### config.mk
export PLATFORM = sky130hd
export DESIGN_NAME = command_master_uart
export DESIGN_NICKNAME = d
export VERILOG_FILES = /design/src/rtl/cmd_proto_pkg.sv /design/src/rtl/timeout_counter.sv /design/src/rtl/command_master_uart.sv
export SDC_FILE = /design/constraint.sdc
export NUM_CORES = 1
export LEC_CHECK = 0
export CAP_MARGIN = 10
export CORE_MARGIN = 2
export CORE_UTILIZATION = 49
export DETAILED_ROUTE_END_ITERATION = 10
export PLACE_DENSITY = 0.77
export SLEW_MARGIN = 0
export SYNTH_ARGS = -nofsm -noshare
export SYNTH_HDL_FRONTEND = slang
export SYNTH_HIERARCHICAL = 1
export SYNTH_SLANG_ARGS = --single-unit
### constraint.sdc
create_clock -name clk -period 2.4 [get_ports clk]
set_clock_uncertainty 0.15 [all_clocks]
set_input_delay 0.6 -clock clk [delete_from_list [all_inputs] [get_ports clk]]
set_output_delay 0.6 -clock clk [all_outputs]
set_load 0.01 [all_outputs]
### src/rtl/cmd_proto_pkg.sv
// Shared definitions for the UART register-access protocol (master and parser).
// Latency: n/a (constants and types only).
// Backpressure: n/a.
package cmd_proto_pkg;

    // Command opcodes on the wire ('W' and 'R')
    localparam logic [7:0] CMD_WRITE = 8'h57;
    localparam logic [7:0] CMD_READ  = 8'h52;

    // Master-side transaction state
    typedef enum logic [2:0] {
        IDLE      = 3'd0,
        SEND_CMD  = 3'd1,
        SEND_ADDR = 3'd2,
        SEND_DATA = 3'd3,
        WAIT_RSP  = 3'd4
    } state_t;

endpackage

### src/rtl/timeout_counter.sv
// Cycle counter that flags when it is about to reach TIMEOUT_CYCLES-1 (needs TIMEOUT_CYCLES >= 2).
// Latency: expire is combinational from the count; the count reaches TIMEOUT_CYCLES-1 on the edge ending an expire cycle.
// Backpressure: none; clear wins over enable, count saturates at TIMEOUT_CYCLES-1.
module timeout_counter #(
    parameter int TIMEOUT_CYCLES = 1000000
) (
    input  logic clk,
    input  logic rst_n,
    input  logic clear,
    input  logic enable,
    output logic expire
);

    localparam int TW = $clog2(TIMEOUT_CYCLES);
    localparam logic [TW-1:0] LAST_CNT = TW'(TIMEOUT_CYCLES - 1);
    localparam logic [TW-1:0] PRE_LAST = TW'(TIMEOUT_CYCLES - 2);

    logic [TW-1:0] count;

    // Count enabled cycles since the last clear, saturating at the terminal value
    always_ff @(posedge clk or negedge rst_n) begin
        if (!rst_n) begin
            count <= '0;
        end else if (clear) begin
            count <= '0;
        end else if (enable && (count != LAST_CNT)) begin
            count <= count + TW'(1);
        end
    end

    // Raised in the cycle whose closing edge brings the count to TIMEOUT_CYCLES-1
    assign expire = enable && !clear && (count == PRE_LAST);

endmodule

### src/rtl/command_master_uart.sv
// UART register-access initiator: serializes read/write requests to bytes, assembles read responses.
// Latency: CMD byte one cycle after acceptance; response one cycle after the last rx byte.
// Backpressure: o_tx_valid holds stable data until i_tx_ready; requests accepted only in IDLE.
module command_master_uart
    import cmd_proto_pkg::*;
#(
    parameter int WORD_WIDTH     = 8,
    parameter int VALUE_WORDS    = 4,
    parameter int ADDR_WIDTH     = 8,
    parameter int TIMEOUT_CYCLES = 1000000,
    localparam int DW            = WORD_WIDTH * VALUE_WORDS
) (
    input  logic                  clk,
    input  logic                  i_reset_n,
    input  logic                  i_req_valid,
    output logic                  o_req_ready,
    input  logic                  i_req_write,
    input  logic [ADDR_WIDTH-1:0] i_req_addr,
    input  logic [DW-1:0]         i_req_data,
    output logic [WORD_WIDTH-1:0] o_tx_data,
    output logic                  o_tx_valid,
    input  logic                  i_tx_ready,
    input  logic [WORD_WIDTH-1:0] i_rx_data,
    input  logic                  i_rx_valid,
    output logic                  o_rsp_valid,
    output logic [DW-1:0]         o_rsp_data,
    output logic                  o_rsp_timeout,
    output logic                  o_busy
);

    localparam int CW = $clog2(VALUE_WORDS + 1);
    localparam logic [CW-1:0] LAST_BYTE = CW'(VALUE_WORDS - 1);
    localparam int SW = DW - WORD_WIDTH;

    state_t state;
    state_t state_nxt;

    logic                  wr_q;
    logic [ADDR_WIDTH-1:0] addr_q;
    logic [DW-1:0]         data_q;
    logic [CW-1:0]         tx_cnt;
    logic [CW-1:0]         rx_cnt;
    logic [SW-1:0]         rsp_shift;

    logic tx_hs;
    logic rx_last;
    logic to_clear;
    logic to_expire;
    logic in_wait;

    assign tx_hs    = o_tx_valid && i_tx_ready;
    assign in_wait  = (state == WAIT_RSP);
    assign rx_last  = in_wait && i_rx_valid && (rx_cnt == LAST_BYTE);
    // The timer restarts on the handshake that moves a read into WAIT_RSP
    assign to_clear = (state == SEND_ADDR) && tx_hs && !wr_q;

    assign o_req_ready = (state == IDLE);
    assign o_busy      = (state != IDLE);

    timeout_counter #(
        .TIMEOUT_CYCLES(TIMEOUT_CYCLES)
    ) u_timeout (
        .clk    (clk),
        .rst_n  (i_reset_n),
        .clear  (to_clear),
        .enable (in_wait),
        .expire (to_expire)
    );

    // State register
    always_ff @(posedge clk or negedge i_reset_n) begin
        if (!i_reset_n) begin
            state <= IDLE;
        end else begin
            state <= state_nxt;
        end
    end

    // Next-state decode; a final rx byte beats a simultaneous timeout (both return to IDLE)
    always_comb begin
        state_nxt = state;
        case (state)
            IDLE:      if (i_req_valid) state_nxt = SEND_CMD;
            SEND_CMD:  if (tx_hs) state_nxt = SEND_ADDR;
            SEND_ADDR: if (tx_hs) state_nxt = wr_q ? SEND_DATA : WAIT_RSP;
            SEND_DATA: if (tx_hs && (tx_cnt == LAST_BYTE)) state_nxt = IDLE;
            WAIT_RSP:  if (rx_last || to_expire) state_nxt = IDLE;
            default:   state_nxt = IDLE;
        endcase
    end

    // Request capture, tx byte serialization and response assembly
    always_ff @(posedge clk or negedge i_reset_n) begin
        if (!i_reset_n) begin
            wr_q          <= 1'b0;
            addr_q        <= '0;
            data_q        <= '0;
            tx_cnt        <= '0;
            rx_cnt        <= '0;
            rsp_shift     <= '0;
            o_tx_data     <= '0;
            o_tx_valid    <= 1'b0;
            o_rsp_valid   <= 1'b0;
            o_rsp_data    <= '0;
            o_rsp_timeout <= 1'b0;
        end else begin
            o_rsp_valid   <= 1'b0;
            o_rsp_timeout <= 1'b0;
            case (state)
                IDLE: begin
                    if (i_req_valid) begin
                        wr_q       <= i_req_write;
                        addr_q     <= i_req_addr;
                        data_q     <= i_req_data;
                        tx_cnt     <= '0;
                        rx_cnt     <= '0;
                        o_tx_data  <= i_req_write ? WORD_WIDTH'(CMD_WRITE) : WORD_WIDTH'(CMD_READ);
                        o_tx_valid <= 1'b1;
                    end
                end
                SEND_CMD: begin
                    if (tx_hs) begin
                        o_tx_data <= WORD_WIDTH'(addr_q);
                    end
                end
                SEND_ADDR: begin
                    if (tx_hs) begin
                        if (wr_q) begin
                            o_tx_data <= data_q[DW-1 -: WORD_WIDTH];
                            data_q    <= {data_q[SW-1:0], {WORD_WIDTH{1'b0}}};
                        end else begin
                            o_tx_valid <= 1'b0;
                        end
                    end
                end
                SEND_DATA: begin
                    if (tx_hs) begin
                        if (tx_cnt == LAST_BYTE) begin
                            o_tx_valid <= 1'b0;
                        end else begin
                            o_tx_data <= data_q[DW-1 -: WORD_WIDTH];
                            data_q    <= {data_q[SW-1:0], {WORD_WIDTH{1'b0}}};
                            tx_cnt    <= tx_cnt + CW'(1);
                        end
                    end
                end
                WAIT_RSP: begin
                    if (i_rx_valid) begin
                        if (rx_cnt == LAST_BYTE) begin
                            o_rsp_data  <= {rsp_shift, i_rx_data};
                            o_rsp_valid <= 1'b1;
                        end else begin
                            rsp_shift <= {rsp_shift[SW-WORD_WIDTH-1:0], i_rx_data};
                            rx_cnt    <= rx_cnt + CW'(1);
                        end
                    end else if (to_expire) begin
                        o_rsp_timeout <= 1'b1;
                    end
                end
                default: begin
                    o_tx_valid <= 1'b0;
                end
            endcase
        end
    end

endmodule

==> results of run 1 <==
-- cell usage in the layout, fill, tap and decap left out, drive strengths merged, types with 4 or more instances in the layout --
| cell type | count |
|---|---|
| nor3 | 7 |
| and4 | 5 |
| nand4b | 4 |
| ha | 6 |
| mux2i | 8 |
| dfrtp | 137 |
| inv | 20 |
| nand2b | 7 |
| mux2 | 115 |
| nand4 | 7 |
| clkbuf | 19 |
| o21ai | 25 |
| or3 | 6 |
| buf | 28 |
| a21oi | 15 |
| a22oi | 5 |
| nor2 | 18 |
| clkdlybuf4s50 | 95 |
| clkinv | 5 |
| and3 | 4 |
| bufinv | 4 |
| nand2 | 32 |
| nand3 | 4 |
-- per-layer routing --
metal	part of all wire, %	global-route usage (%)	vias up
met2	51	35.7	103
met3	5.1	5.82	18
met1	42	23.4	2150
met4	1.7	7.53	0
li1	-	-	2040
met5	0	0	-
-- power groups by stage --
stage | sequential, mW | clock [mW] | combinational, mW
5_1_grt | 2.31 | 2.85 | 0.166
3_5_place_dp | 2.35 | 0 | 0.150
3_3_place_gp | 2.35 | 0 | 0.149
4_1_cts | 2.31 | 2.74 | 0.154
2_1_floorplan | 2.35 | 0 | 0.00159
6_report | 2.31 | 2.67 | 0.150
-- per-stage QoR --
stage	TNS, ns	worst slack [ns]	cells	hold slack (ns)	util (%)
final	0	0.0844	803	0.328	66.1
after floorplan	0	0.0548	497	0.154	-
after detailed placement	-7.17	-0.192	770	0.316	60.7
after global routing	0	0.00288	803	0.366	66.1
after CTS	0	0.0230	801	0.329	65.6
after global placement	-4.50	-0.123	770	0.313	60.7
-- timing repair --
item | CTS | global route
setup buffers | 0 | 1
gates cloned | 0 | 1
endpoints found under the setup margin | 2 | 37
pin swaps | 0 | 2
hold buffers | 1 | 0
endpoints found under the hold margin | 49 | 0
resized for setup | 2 | 5
-- path summary, 6_finish.rpt --
check	startpoint	cells after the start	end	slack, ns
min in group asynchronous	i_reset_n	2	data_q[5]	0.57
worst min-delay path	rx_cnt[2]	2	rx_cnt[2]	0.33
worst max-delay path	tx_cnt[0]	7	data_q[16]	0.08
max in group asynchronous	i_reset_n	3	u_timeout/count[1]	0.92
worst min register to register	rx_cnt[2]	2	rx_cnt[2]	0.33
worst max register to register	tx_cnt[0]	7	data_q[16]	0.08
-- sequential cells by signal, summed over array words and instances, names as in the netlist --
register	count
o_tx_valid	1
wr_q	1
rsp_shift	24
rx_cnt	3
o_rsp_data	32
o_tx_data	8
tx_cnt	3
u_timeout/count	20
data_q	32
o_rsp_timeout	1
o_rsp_valid	1
state	3
addr_q	8
-- cells by family after synthesis --
group                    synth area share (%)
AO/OA/AOI/OAI                            6.62
XOR/XNOR                                0.701
adder cells (fa/ha/maj)                  1.20
buffers and inverters                    3.44
flip-flops                               54.8
multiplexers                             22.0
AND/OR/NAND/NOR                          11.2
-- worst max-delay path: cells and delay by family (launching register included) --
kind	cells	cell delay, ns
adders and majority gates	2	0.39
DFF	1	0.38
AOI/OAI and AO/OA	2	0.54
buffers and inverters	1	0.21
and+or+nand+nor	1	0.17
muxes	1	0.34
-- area by class of cell --
type                    instances  area [um^2]
clock buffers                  18          429
clock inverters                12          176
fillers                       955         4250
inverters                      19         71.3
multi-input cells             318         2640
flip-flops and latches        137         3430
well taps                     172          215
repair buffers                127         1310
==> flow_summary.yaml, run 1 <==
job:
  maxCapViolations: 0
detailed_routing:
  wirelength_um: 12900
  vias: 4311
  route.detailed.drc: 0
  antenna_left: 0
  wl_per_cell_um: 16.0
  dr.pass1.iters: 4
  avgViaCountPerCell: 5.37
  drtIter0Drc: 250
floorplanning:
  core_um2: 12500
  dieArea_um2: 13700
  floorplan.rows: 41
  pin_count: 99
  fp.dieH_um: 117
  initial_utilization_pct: 50.0
  die_w_um: 117
clocking:
  cts_buffers: 17
  cts_root_buf: "clkbuf_16"
  cts_sinks: 137
  cts_tree: "yes"
  clk_pin_slew_ns: 0.06
  clockBufferDepth: 2
  htree_levels: 4
  clk-insertion-delay-late_ns: 0.41
grt:
  grt_remaining_overflow: 0
  grtUsageTotal_pct: 20.2
  grt_pass1_wl_um: 21000
  grt_pass1_vias: 4445
  grt_max_degree: 52
  antenna_found_initial: 0
yosys:
  synth-async-reset-ratio_pct: 100
  yosysTopAreaCellShare_pct: 54.8
  synthTopCellsByArea: "dfrtp_1, mux2_2, o21ai_0"
  syn-num-nets: 557
  synth_warnings: 6
  ys_ff_latch: 137
  avgSynthCellArea_um2: 12.6
  synth_ff_type: "dfrtp_1"
  synthDistinctLibCells: 56
  ys_top_cells_by_count: "dfrtp_1, mux2_2, nand2_1, o21ai_0, inv_1"
  synth_edf_count: 0
  syn-instance-count: 497
  synth.most_common_cell: "dfrtp_1"
  synthesis.area_um2: 6250
  yosys.area.top_type: "dfrtp_1"
  synth_sequential_area_ratio_pct: 54.8
critical_path:
  critPathMaxStageDelay_ns: 0.38
  crit_chain: "ha_1, ha_1, nand3b_1, a311oi_2, a21boi_4, clkbuf_16, mux2_2"
  path_class: "reg -> reg"
  critPathLaunchType: "flop"
  cp_slowest_cell: "dfrtp_1"
  cp_common_cell: "ha_1"
  worst_setup_path_end_kind: "flop"
  worst-path-max-fanout: 13
  worstPathArrival_ns: 2.45
  worstPathRequired_ns: 2.54
finish:
  fin_nets: 680
  syn_to_final_growth_pct: 32.3
  drive_gt1_share_pct: 30.1
  final_cell_area_um2: 8270
  diodes: 0
placed_design:
  io_buffer_count: 98
  place_area_um2: 7590
  hpwl_um: 8860
  gp_congestion: 0.826
hold_path:
  hold_path_class: "reg -> reg"
power:
  power_switching_mw: 1.01
  p_total_mw: 5.13
  ir_drop_mv: 0.546
  total_leakage_power_nw: 3.80
  p_comb_share_pct: 2.9
  p_seq_share_pct: 45.1
  swShare_pct: 19.6
  power.density_nw_per_um2: 620
  power_frac_clock_pct: 52.0
  p_int_mw: 4.12
timing:
  timing.final.hold_violations: 0
  max_freq_ghz: 0.432
  rsz0062_at_grt: "false"
  finalCritPeriodShare_pct: 96.5
  finalSetupViolCount: 0
  fin_crit_ns: 2.32
  drv_slew: 0
  tightest_slew_ns: 0.497
  relSlewSlack_pct: 66.8
run_status:
  outcome: "completed"
(Power assumes the default switching activity.)
==> inputs of run 2 (changes only) <==
--- a/config.mk
+++ b/config.mk
@@ -7,9 +7,10 @@
 export LEC_CHECK = 0
 export CAP_MARGIN = 10
 export CORE_MARGIN = 2
-export CORE_UTILIZATION = 49
+export CORE_UTILIZATION = 68
 export DETAILED_ROUTE_END_ITERATION = 10
-export PLACE_DENSITY = 0.77
+export DONT_BUFFER_PORTS = 1
+export PLACE_DENSITY = 0.84
 export SLEW_MARGIN = 0
 export SYNTH_ARGS = -nofsm -noshare
 export SYNTH_HDL_FRONTEND = slang
==> constraint.sdc (replaced) <==
create_clock -name clk -period 2.7 [get_ports clk]
set_clock_uncertainty 0.15 [all_clocks]
set_input_delay 0.675 -clock clk [delete_from_list [all_inputs] [get_ports clk]]
set_output_delay 0.675 -clock clk [all_outputs]
set_load 0.01 [all_outputs]
==> run 2 against run 1 <==
  * The run now ends with hold timing left
  * Final cell count down 22%
  * Clock-buffer cell count shrank 1
  * First-iteration DRC count decreased by 20%
  * Sequential cell count did not move
  * Die area down 27%
  * Register-to-register slack improved by 0.15 ns
  * Maximum frequency down 6.1%
  * Critical path depth unchanged
  * Non-clock buffer count shrank 116
  * Critical path type unchanged
  * Critical endpoint is now data_q[27]
  * Largest power group unchanged
==> flow_summary.yaml, run 2 (synthesis gave the netlist of run 1 again) <==
critical_path:
  critPathLaunchType: "flop"
  path_class: "reg -> reg"
  worstPathArrival_ns: 2.70
  worst-path-max-fanout: 32
  worstPathRequired_ns: 2.94
  worst_setup_path_end_kind: "flop"
floorplanning:
  dieArea_um2: 9980
  fp.dieH_um: 99.9
  initial_utilization_pct: 71.0
  die_w_um: 99.9
  floorplan.rows: 34
  pin_count: 99
  core_um2: 8810
finish:
  most-common-layout-cells: "dfrtp_1, mux2_2, nand2_1, o21ai_0, inv_1"
  diodes: 0
  final_common_cell: "dfrtp_1"
  final_cell_area_um2: 6900
  drive_gt1_share_pct: 33.3
  reg.largest.list: "data_q: 32 flops, o_rsp_data: 32 flops, rsp_shift: 24 flops"
  syn_to_final_growth_pct: 10.4
  fin_nets: 564
clocking:
  cts_sinks: 137
  cts_tree: "yes"
  htree_levels: 4
  cts_buffers: 17
  postCtsResizedCells: 0
  clk-insertion-delay-late_ns: 0.51
  clockBufferDepth: 2
  clk_pin_slew_ns: 0.07
  cts_root_buf: "clkbuf_8"
  postCtsSetupRepairBufs: 0
detailed_routing:
  wirelength_um: 11900
  route.detailed.drc: 0
  dr.pass1.iters: 4
  drtIter0Drc: 201
  vias: 3852
  wl_per_cell_um: 19.0
  antenna_left: 0
  avgViaCountPerCell: 6.16
hold_path:
  hold_path_class: "in -> async"
timing:
  drv_slew: 0
  finalSetupViolCount: 0
  max_freq_ghz: 0.405
  rsz0062_at_grt: "false"
  relSlewSlack_pct: 64.8
  setup-tns-final_ns: 0
  hold_slack_ns: -0.294
  timing.final.hold_violations: 137
  finalCritPeriodShare_pct: 91.4
  fin_crit_ns: 2.47
  tightest_slew_ns: 0.529
run_status:
  failed_checks: "hold timing"
  outcome: "finished, violations left"
grt:
  grt_remaining_overflow: 0
  grt_max_degree: 138
  grt_pass1_vias: 4032
  grtUsageTotal_pct: 25.6
  antenna_found_initial: 0
  grt_pass1_wl_um: 19700
placed_design:
  place_area_um2: 6340
  gp_congestion: 0.859
  io_buffer_count: 0
  hpwl_um: 7550
power:
  power.density_nw_per_um2: 609
  total_leakage_power_nw: 3.30
  ir_drop_mv: 0.482
job:
  maxCapViolations: 0
-- run 2: metrics by stage --
| stage | instances | power (mW) | hold slack (ns) | setup slack (ns) | util, % |
|---|---|---|---|---|---|
| floorplan | 497 | 2.09 | 0.229 | 0.355 | - |
| global placement | 593 | 2.09 | 0.233 | 0.368 | 72.1 |
| detailed placement | 593 | 2.09 | 0.232 | 0.275 | 72.1 |
| CTS | 625 | 4.24 | -0.320 | 0.231 | 78.4 |
| global route | 625 | 4.34 | -0.332 | 0.154 | 78.4 |
| finish | 625 | 4.20 | -0.294 | 0.233 | 78.4 |
-- run 2: final cells by class --
class	instances	area, um^2
Fill cell	510	1900
Inverter	19	71.3
Clock inverter	15	145
Multi-Input combinational cell	318	2620
Tap cell	108	135
Timing Repair Buffer	11	95.1
Sequential cell	137	3430
Clock buffer	17	414
-- run 2: metal layers --
metal  global-route usage (%)  part of all wire (%)
met3                     8.36                   5.8
met4                     9.91                   1.7
met5                        0                     0
met1                     30.6                    41
met2                     43.3                    51
-- run 2: power by group --
| part | internal [mW] | switching (mW) | leakage, nW | total [mW] |
|---|---|---|---|---|
| sequential | 2.05 | 0 | 1.77 | 2.05 |
| combinational | 0.00131 | 0.000163 | 1.25 | 0.00147 |
| clock | 1.18 | 0.966 | 0.275 | 2.15 |
-- run 2: path summary, 6_finish.rpt --
path / to / slack [ns] / startpoint / cells after the start
setup / recovery: data_q[27] / 0.23 / tx_cnt[0] / 7
hold / removal: data_q[3] / -0.29 / i_reset_n / 0
setup reg to reg: data_q[27] / 0.23 / tx_cnt[0] / 7
max in group asynchronous: o_rsp_data[29] / 2.55 / i_reset_n / 0
hold reg to reg: rx_cnt[2] / 0.33 / rx_cnt[2] / 2
min in group clk: o_rsp_timeout / 0.08 / i_rx_valid / 1
-- run 2: critical path: stages (launching register included) --
cell and delay, ns:
dfrtp_1 0.39, ha_1 0.21, ha_1 0.19, nand3b_1 0.17
a311oi_2 0.36, a21boi_4 0.25, buf_12 0.23, mux2_2 0.38
==> inputs of run 3 (changes only) <==
--- a/config.mk
+++ b/config.mk
@@ -10,7 +10,10 @@
 export CORE_UTILIZATION = 68
 export DETAILED_ROUTE_END_ITERATION = 10
 export DONT_BUFFER_PORTS = 1
+export MAX_ROUTING_LAYER = met4
 export PLACE_DENSITY = 0.84
+export REMOVE_ABC_BUFFERS = 1
+export SETUP_SLACK_MARGIN = 0.5
 export SLEW_MARGIN = 0
 export SYNTH_ARGS = -nofsm -noshare
 export SYNTH_HDL_FRONTEND = slang
==> run 3 against run 2 <==
  * Largest cell class unchanged
  * Via count rose by 14%
  * Setup slack improved by 0.073 ns
  * Sequential cell count did not move
  * Total power rose by 7.3%
  * Clock power rose by 14%
  * Global-route usage rose by 4.9 points
  * Critical endpoint is now data_q[24]
  * Non-clock buffer count rose by 35
  * The run still ends with hold timing left
  * Sequential share of layout area fell by 4.3 points
  * Highest routed layer unchanged
==> flow_summary.yaml, run 3 (synthesis gave the netlist of run 1 again) <==
detailed_routing:
  wl_per_cell_um: 23.3
  antenna_left: 0
  route.detailed.drc: 0
  avgViaCountPerCell: 6.64
  wirelength_um: 15400
  vias: 4381
  drtIter0Drc: 274
  dr.pass1.iters: 5
finish:
  most-common-layout-cells: "dfrtp_1, mux2_2, nand2_1, buf_4, o21ai_0"
  final_common_cell: "dfrtp_1"
  regArea_um2: 3430
  drive_gt1_share_pct: 39.9
  fin_nets: 599
  syn_to_final_growth_pct: 21.0
  fillers: 388
  final_cell_area_um2: 7570
  final_util_pct: 85.9
  diodes: 0
  multi_input_area_um2: 2800
  reg.largest.list: "data_q: 32 flops, o_rsp_data: 32 flops, rsp_shift: 24 flops"
grt:
  antenna_found_initial: 0
  grt_remaining_overflow: 0
  grtUsageTotal_pct: 30.5
  grt_max_degree: 138
  grt_pass1_vias: 4354
  grt_pass1_wl_um: 22500
critical_path:
  r2r_slack_ns: 0.31
  r2r_cells: 8
  worst_setup_path_end_kind: "flop"
  critPathMaxStageDelay_ns: 0.41
  crit_chain: "ha_2, ha_4, nand3b_1, a311oi_2, a21boi_4, buf_12, buf_12, mux2_4"
  cp_common_cell: "buf_12"
  worstPathArrival_ns: 2.65
  critPathLaunchType: "flop"
  r2r-start: "tx_cnt[1]"
  cp_slowest_cell: "dfrtp_1"
  regToRegEndpoint: "data_q[24]"
  path_class: "reg -> reg"
  worstPathRequired_ns: 2.95
  worst-path-max-fanout: 8
clocking:
  clockBufferDepth: 2
  cts_root_buf: "clkbuf_8"
  cts_sinks: 137
  cts_buffers: 17
  cts_tree: "yes"
  clk_pin_slew_ns: 0.07
  htree_levels: 4
  clk-insertion-delay-late_ns: 0.52
timing:
  finalSetupViolCount: 0
  max_freq_ghz: 0.418
  rsz0062_at_grt: "true"
  drv_slew: 0
  tightest_slew_ns: 0.601
  fin_crit_ns: 2.39
  relSlewSlack_pct: 60.0
  finalCritPeriodShare_pct: 88.7
  timing.final.hold_violations: 137
  hold_slack_ns: -0.313
run_status:
  outcome: "finished, violations left"
  failed_checks: "hold timing"
placed_design:
  hpwl_um: 7390
  io_buffer_count: 0
  place_area_um2: 6360
  gp_congestion: 0.835
floorplanning:
  floorplan.rows: 34
  pin_count: 99
  initial_utilization_pct: 71.0
  die_w_um: 99.9
  dieArea_um2: 9980
  fp.dieH_um: 99.9
  core_um2: 8810
job:
  maxCapViolations: 0
power:
  ir_drop_mv: 0.410
  p_total_mw: 4.51
  power.density_nw_per_um2: 596
  total_leakage_power_nw: 3.58
hold_path:
  hold_path_class: "in -> async"
[run 3: cell types whose count changed in the layout (fill, tap and decap cells not counted), sizes merged]
cell,before,now
clkbuf,17,18
buf,11,46
clkinv,4,2
inv,29,27
bufinv,0,3
[run 3: worst max path at each step]
stage / from / end / slack (ns) / cells after the start
3_5_place_dp: tx_cnt[0] / data_q[29] / 0.27 / 7
3_3_place_gp: tx_cnt[0] / data_q[24] / 0.38 / 7
5_1_grt: tx_cnt[1] / data_q[6] / 0.27 / 9
4_1_cts: tx_cnt[0] / data_q[28] / 0.39 / 8
2_1_floorplan: i_tx_ready / u_timeout/count[0] / -0.82 / 5
6_report: tx_cnt[1] / data_q[24] / 0.31 / 8
[run 3: layout make-up]
class | count | area share (%)
clock buffers | 18 | 5.65
well taps | 108 | 1.79
flip-flops and latches | 137 | 45.3
clock inverters | 14 | 2.68
repair buffers | 46 | 6.56
inverters | 19 | 0.976
multi-input cells | 318 | 37.0
[run 3: stage by stage]
stage | TNS [ns] | setup WS [ns] | std cells
CTS | 0 | 0.388 | 645
floorplan | -6.99 | -0.822 | 474
finish | 0 | 0.305 | 660
detailed placement | 0 | 0.275 | 593
global route | 0 | 0.269 | 660
global placement | 0 | 0.380 | 593
[run 3: routing by layer]
metal | vias up | track usage, % | part of all wire (%) | routed length, um
li1 | 1872 | - | - | -
met1 | 2229 | 35.2 | 37 | 5700
met2 | 220 | 51.5 | 52 | 7930
met3 | 60 | 8.84 | 7.7 | 1180
met4 | 0 | 10.6 | 3.6 | 545
met5 | - | - | 0 | 0
[run 3: worst max-delay path: cells and delay by family, from the launching register on]
kind | cells | cell delay (ns)
AOI/OAI and AO/OA | 2 | 0.60
adders and majority gates | 2 | 0.35
buffers and inverters | 2 | 0.29
DFF | 1 | 0.41
muxes | 1 | 0.31
and+or+nand+nor | 1 | 0.17
[run 3: power breakdown]
part,total [mW],switching [mW],internal (mW)
Sequential,2.05,0,2.05
Combinational,0.00156,0.000249,0.00131
Clock,2.45,0.975,1.48
Total,4.51,0.975,3.53
[run 3: what timing repair did]
item / in CTS / in global routing
cloned: 3 / 0
resized for setup: 33 / 27
endpoints found under the hold margin: 137 / 137
setup endpoints to repair: 48 / 52
setup buffers: 17 / 15
pin swaps: 1 / 5
